[src/rtl/clause_slot_alloc.sv]
// Learnt-clause slot allocator: keeps per-slot length/valid state and picks
// a slot for each new learnt clause (first free learnt slot, else the longest
// unlocked learnt clause), driving one-hot write enables for the clause array.
module clause_slot_alloc #(
  parameter int unsigned NUM_CLAUSES = 16,
  parameter int unsigned NUM_ORIGIN  = 8,
  parameter int unsigned WIDTH_C_LEN = 4,
  parameter int unsigned WIDTH_IDX   = 4
) (
  input  logic                               clk,
  input  logic                               rst,
  input  logic [NUM_CLAUSES-1:0]             load_wr_i,
  input  logic [WIDTH_C_LEN-1:0]             clause_len_i,
  input  logic                               clear_learnt_i,
  input  logic                               learnt_req_i,
  input  logic [WIDTH_C_LEN-1:0]             learnt_len_i,
  input  logic [NUM_CLAUSES-1:0]             lock_i,
  output logic                               busy_o,
  output logic                               done_o,
  output logic                               fail_o,
  output logic                               replaced_o,
  output logic [NUM_CLAUSES-1:0]             learnt_wr_o,
  output logic [WIDTH_IDX-1:0]               learnt_idx_o,
  output logic [NUM_CLAUSES-1:0]             slot_valid_o,
  output logic [NUM_CLAUSES*WIDTH_C_LEN-1:0] clause_len_o,
  output logic [WIDTH_IDX:0]                 learnt_count_o
);

  typedef enum logic [1:0] {S_IDLE, S_SCAN, S_COMMIT, S_FAIL} state_t;

  localparam logic [WIDTH_IDX-1:0] FIRST_LEARNT = WIDTH_IDX'(NUM_ORIGIN);
  localparam logic [WIDTH_IDX-1:0] LAST_SLOT    = WIDTH_IDX'(NUM_CLAUSES - 1);

  state_t                                    state_q, state_d;
  logic [NUM_CLAUSES-1:0]                    valid_q, valid_d;
  logic [NUM_CLAUSES-1:0][WIDTH_C_LEN-1:0]   len_q, len_d;
  logic [WIDTH_C_LEN-1:0]                    cap_len_q, cap_len_d;
  logic [WIDTH_IDX-1:0]                      p_q, p_d;
  logic [WIDTH_IDX-1:0]                      best_q, best_d;
  logic                                      best_valid_q, best_valid_d;
  logic                                      done_q, done_d;
  logic                                      fail_q, fail_d;
  logic                                      replaced_q, replaced_d;
  logic [NUM_CLAUSES-1:0]                    wr_q, wr_d;
  logic [WIDTH_IDX-1:0]                      idx_q, idx_d;
  logic [WIDTH_IDX:0]                        count_q, count_d;
  logic                                      do_commit;
  logic                                      do_replace;
  logic [WIDTH_IDX-1:0]                      sel;

  // Next-state: scan step, commit bookkeeping, loads, clear/abort, popcount.
  always_comb begin
    state_d      = state_q;
    valid_d      = valid_q;
    len_d        = len_q;
    cap_len_d    = cap_len_q;
    p_d          = p_q;
    best_d       = best_q;
    best_valid_d = best_valid_q;
    done_d       = 1'b0;
    fail_d       = 1'b0;
    replaced_d   = 1'b0;
    wr_d         = '0;
    idx_d        = idx_q;
    count_d      = '0;
    do_commit    = 1'b0;
    do_replace   = 1'b0;
    sel          = p_q;

    unique case (state_q)
      S_IDLE: begin
        if (learnt_req_i) begin
          cap_len_d    = learnt_len_i;
          p_d          = FIRST_LEARNT;
          best_valid_d = 1'b0;
          state_d      = S_SCAN;
        end
      end
      S_SCAN: begin
        if (!valid_q[p_q]) begin
          do_commit = 1'b1;
          sel       = p_q;
        end else begin
          // Strict '>' keeps the lower index on equal lengths.
          if (!lock_i[p_q] && (!best_valid_q || (len_q[p_q] > len_q[best_q]))) begin
            best_d       = p_q;
            best_valid_d = 1'b1;
          end
          if (p_q == LAST_SLOT) begin
            if (best_valid_d) begin
              do_commit  = 1'b1;
              do_replace = 1'b1;
              sel        = best_d;
            end else begin
              state_d = S_FAIL;
              done_d  = 1'b1;
              fail_d  = 1'b1;
            end
          end else begin
            p_d = p_q + 1'b1;
          end
        end
      end
      S_COMMIT: state_d = S_IDLE;
      S_FAIL:   state_d = S_IDLE;
      default:  state_d = S_IDLE;
    endcase

    // Slot state is updated on entry to COMMIT so slot_valid_o and
    // learnt_count_o already include the new clause while done_o is high.
    if (do_commit) begin
      state_d      = S_COMMIT;
      done_d       = 1'b1;
      replaced_d   = do_replace;
      idx_d        = sel;
      valid_d[sel] = 1'b1;
      len_d[sel]   = cap_len_q;
      for (int unsigned i = 0; i < NUM_CLAUSES; i++)
        wr_d[i] = (sel == WIDTH_IDX'(i));
    end

    if (state_q == S_IDLE) begin
      for (int unsigned i = 0; i < NUM_CLAUSES; i++) begin
        if (load_wr_i[i]) begin
          len_d[i]   = clause_len_i;
          valid_d[i] = |clause_len_i;
        end
      end
    end

    if (clear_learnt_i) begin
      for (int unsigned i = NUM_ORIGIN; i < NUM_CLAUSES; i++) begin
        valid_d[i] = 1'b0;
        len_d[i]   = '0;
      end
      if (state_q != S_IDLE) begin
        state_d    = S_IDLE;
        done_d     = 1'b0;
        fail_d     = 1'b0;
        replaced_d = 1'b0;
        wr_d       = '0;
        idx_d      = idx_q;
      end
    end

    for (int unsigned i = NUM_ORIGIN; i < NUM_CLAUSES; i++)
      count_d = count_d + {{WIDTH_IDX{1'b0}}, valid_d[i]};
  end

  // State and registered outputs; synchronous active-low reset.
  always_ff @(posedge clk) begin
    if (!rst) begin
      state_q      <= S_IDLE;
      valid_q      <= '0;
      len_q        <= '0;
      cap_len_q    <= '0;
      p_q          <= '0;
      best_q       <= '0;
      best_valid_q <= 1'b0;
      done_q       <= 1'b0;
      fail_q       <= 1'b0;
      replaced_q   <= 1'b0;
      wr_q         <= '0;
      idx_q        <= '0;
      count_q      <= '0;
    end else begin
      state_q      <= state_d;
      valid_q      <= valid_d;
      len_q        <= len_d;
      cap_len_q    <= cap_len_d;
      p_q          <= p_d;
      best_q       <= best_d;
      best_valid_q <= best_valid_d;
      done_q       <= done_d;
      fail_q       <= fail_d;
      replaced_q   <= replaced_d;
      wr_q         <= wr_d;
      idx_q        <= idx_d;
      count_q      <= count_d;
    end
  end

  assign busy_o         = (state_q != S_IDLE);
  assign done_o         = done_q;
  assign fail_o         = fail_q;
  assign replaced_o     = replaced_q;
  assign learnt_wr_o    = wr_q;
  assign learnt_idx_o   = idx_q;
  assign slot_valid_o   = valid_q;
  assign clause_len_o   = len_q;
  assign learnt_count_o = count_q;

endmodule

[config.mk]
export PLATFORM = sky130hd
export DESIGN_NAME = clause_slot_alloc
export DESIGN_NICKNAME = d
export VERILOG_FILES = /design/src/rtl/clause_slot_alloc.sv
export SDC_FILE = /design/constraint.sdc
export NUM_CORES = 1
export LEC_CHECK = 0
export BUFFER_PORTS_ARGS = -buffer_cell sky130_fd_sc_hd__buf_2
export CORE_ASPECT_RATIO = 0.5
export CORE_UTILIZATION = 55
export CTS_BUF_LIST = sky130_fd_sc_hd__clkbuf_16
export CTS_CLUSTER_SIZE = 24
export DETAILED_ROUTE_END_ITERATION = 12
export GPL_TIMING_DRIVEN = 0
export PLACE_DENSITY_LB_ADDON = 0.25
export SETUP_SLACK_MARGIN = 0.15
export SLEW_MARGIN = 20
export SYNTH_ARGS = -nofsm -noshare
export SYNTH_HDL_FRONTEND = slang
export SYNTH_SLANG_ARGS = --single-unit
export TNS_END_PERCENT = 50
[constraint.sdc]
create_clock -name clk -period 8.8 [get_ports clk]
set_input_delay 1.76 -clock clk [delete_from_list [all_inputs] [get_ports clk]]
set_output_delay 1.76 -clock clk [all_outputs]
set_load 0.02 [all_outputs]
==> impl_metrics.py <==
metrics = {
    "final_layout": {
        "nFillCells": 992,
        "diodes": 0,
        "fin_area_um2": 8732,
        "drive_gt1_share_pct": 29.97,
        "nNetsFinal": 964,
        "fin_cells": 1091,
        "syn2layout_area_growth_pct": 22.07,
    },
    "clocking": {
        "post_cts_buffers": 0,
        "clockBufferDepth": 2,
        "ctsHoldBuffers": 0,
        "cts-htree-levels": 4,
        "clockRootBuffer": "clkbuf_16",
        "clk_pin_slew_ns": 0.06,
        "cts_made_buffers": 17,
        "clk_latency_ns": 0.43,
        "cts_tree": "done",
        "cts.sinks": 122,
    },
    "floorplan": {
        "fp.dieH_um": 82.64,
        "rows": 29,
        "design.portCount": 153,
        "dieArea_um2": 13490,
        "coreArea_um2": 12660,
        "initial_core_util_pct": 56.49,
        "die_w_um": 163.3,
    },
    "detailed_routing": {
        "drt_iter0_drc": 1064,
        "viasPerCell": 6.634,
        "first_pass_iters": 7,
        "route.detailed.drc": 0,
        "detail-route-antenna-nets": 0,
        "wl_per_cell_um": 23.39,
        "vias": 7238,
        "wl_um": 25520,
    },
    "global_route": {
        "grt_pass1_vias": 6365,
        "antenna_found_initial": 0,
        "grt_overflow": 0,
        "grtUsageTotal_pct": 37.69,
        "grt_pass1_wl_um": 36490,
        "grt_max_degree": 17,
    },
    "placed_design": {
        "dp_hpwl_um": 18840,
        "dpl.cell_count": 1059,
        "place.gp.congestion": 0.9807,
        "place_area_um2": 8112,
        "portBuffers": 149,
    },
    "logic_synthesis": {
        "synth_compound_area_share_pct": 26.06,
        "synth_top_flop_cell": "dfxtp_1",
        "ys_ff_latch": 122,
        "muxShareOfSynthArea_pct": 21.55,
        "synth_top_family_by_area": "compound AO/OA/AOI/OAI gates",
        "synth.top_cells.by_area": "dfxtp_1 34%, mux4_2 14%, mux2i_1 7.7%",
        "synth-edff-count": 0,
        "synth_area_um2": 7153,
        "async_reset_ff_share_pct": 0,
        "syn_nets": 796,
        "synth_top_area_share_pct": 34.14,
        "ys_types": 68,
        "avgSynthCellArea_um2": 9.666,
        "synth_cells": 740,
        "yosysTopAreaCell": "dfxtp_1",
        "synth-xor-area-share_pct": 0.1224,
        "ys_seq_area_share_pct": 34.14,
        "yosys_warnings": 0,
        "synth_fa_ha_area_share_pct": 2.519,
        "synth-simple-area-share_pct": 10.44,
    },
    "critical_path": {
        "worstSetupEndpointType": "register",
        "crit_path_top_delay_cell": "clkbuf_1",
        "path_cells": "clkbuf_1, clkbuf_1, clkbuf_1, mux4_2, mux4_2, ha_1, and3b_1, a2111oi_2, o21ai_0, a21oi_4, o31a_2, nand2_2, a211oi_1, a211oi_1, fa_1, inv_1, fa_1, fa_1, inv_1, ha_1, inv_1, fa_1, xnor2_1, and2_1",
        "cp_slowest_stage_delay_ns": 0.69,
        "critPathKind": "reg2reg",
        "cpMostUsedCell": "fa_1",
        "crit_path_max_fanout": 10,
        "required_ns": 9.13,
        "cp-start-kind": "register",
        "critPathArrivalTime_ns": 8.67,
    },
    "timing": {
        "max_freq_ghz": 0.1198,
        "worstMarginPinSlew_ns": 1.016,
        "rsz0062_at_grt": "no",
        "drv_slew": 0,
        "fin_crit_sh_pct": 94.84,
        "fin_skew_ns": 0.01026,
        "relSlewSlack_pct": 31.63,
        "setup_tns_ns": 0,
        "period_needed_ns": 8.346,
        "hold_viol": 0,
        "finalSetupViolations": 0,
    },
    "power_and_ir_drop": {
        "pwr_density_cell_nw_per_um2": 194.2,
        "ir_worst_vdd_uv": 111.2,
        "leakagePower_nw": 3.382,
    },
    "job": {
        "maxCapViolCount": 0,
    },
    "status": {
        "status": "complete, no violations",
    },
    "hold_path": {
        "hp-class": "reg2reg",
    },
}
-- report_power, final --
part | switching [W] | total (W) | internal [W]
clock | 0.000295 | 0.000746 | 0.000451
combinational | 0.000208 | 0.000327 | 0.000119
sequential | 0.0000356 | 0.000623 | 0.000587
total | 0.000539 | 0.00170 | 0.00116
-- flip-flops by register name (all words and copies together) (netlist names) --
signal and flops:
fail_o 1, cap_len_q 4, learnt_wr_o 16, clause_len_o 64, state_q 2, slot_valid_o 16, done_o 1, learnt_count_o 4
learnt_idx_o 4, replaced_o 1, p_q 4, best_valid_q 1, best_q 4
-- cells in the mapped netlist, drive strengths merged, types with 15 or more instances --
| cell type | instances |
|---|---|
| nor2 | 28 |
| clkbuf | 37 |
| a211oi | 15 |
| inv | 22 |
| buf | 21 |
| o21ai | 98 |
| mux2i | 56 |
| and2 | 20 |
| dfxtp | 122 |
| a31oi | 22 |
| nand2 | 52 |
| mux4 | 43 |
| a21oi | 87 |
-- layer usage --
layer	share of wire, %	track usage (%)
met5	0	0
met4	2.1	13.74
met3	15	11.79
met2	43	56.14
met1	40	51.41
-- logic make-up (layout without fill, tap and decap cells) --
family,count (synthesis),in the layout
other cells,1,1
mux,99,99
xor+xnor,1,1
buf+inv,83,264
flops,122,122
fa+ha+maj,12,12
simple gates,150,150
compound gates,272,272
-- stage by stage --
step | total power, W | setup WS (ns) | utilization (%) | hold slack [ns]
after floorplan | 0.0008345 | 1.856 | - | 0.4508
after global placement | 0.0009370 | 0.3992 | 64.05 | 0.4779
after detailed placement | 0.0009461 | 0.2574 | 64.05 | 0.4823
after CTS | 0.001677 | 0.4076 | 68.92 | 0.4965
after global routing | 0.001745 | 0.2429 | 68.96 | 0.5251
final | 0.001695 | 0.4544 | 68.96 | 0.4936
-- what timing repair did --
| action | CTS | global route |
|---|---|---|
| gates resized for setup | 1 | 1 |
| gates cloned | 0 | 0 |
| setup endpoints to repair | 1 | 2 |
-- cell usage in the layout, fill, tap and decap left out, types with 22 or more instances in the layout --
| cell type | Yosys | routed |
|---|---|---|
| a21oi_1 | 76 | 76 |
| a31oi_1 | 22 | 22 |
| buf_2 | 9 | 158 |
| clkbuf_1 | 37 | 37 |
| dfxtp_1 | 122 | 122 |
| inv_1 | 22 | 22 |
| mux2i_1 | 55 | 55 |
| mux4_2 | 43 | 43 |
| nand2_1 | 50 | 50 |
| nor2_1 | 28 | 28 |
| o21ai_0 | 80 | 80 |
-- cell type report --
type                       instances  area [um2]  area share, %
sequential                       122        2442          27.97
inverter                          25       93.84          1.075
clock buffer                      17       425.4          4.872
buffer                            58       271.5          3.109
clock inverter                    15       188.9          2.164
tap                              170       212.7          2.436
timing repair buffer             149       745.7          8.540
multi-input combinational        535        4352          49.84
-- worst paths after layout --
path,slack (ns),from,cells past startpoint,endpoint
max,0.45,p_q[1],24,learnt_count_o[2]
min,0.49,learnt_idx_o[1],1,learnt_idx_o[1]
max reg2reg,0.45,p_q[1],24,learnt_count_o[2]
min reg2reg,0.49,learnt_idx_o[1],1,learnt_idx_o[1]
-- critical path, delay by kind of cell (launching register included) --
family | cells | cell delay, ns
multiplexers | 2 | 0.90
AO/OA/AOI/OAI | 6 | 2.13
XOR/XNOR | 1 | 0.14
buffers and inverters | 6 | 1.82
adder cells (fa/ha/maj) | 6 | 2.34
flip-flops | 1 | 0.33
AND/OR/NAND/NOR | 3 | 0.58
Power figures use the tool's default switching activity.
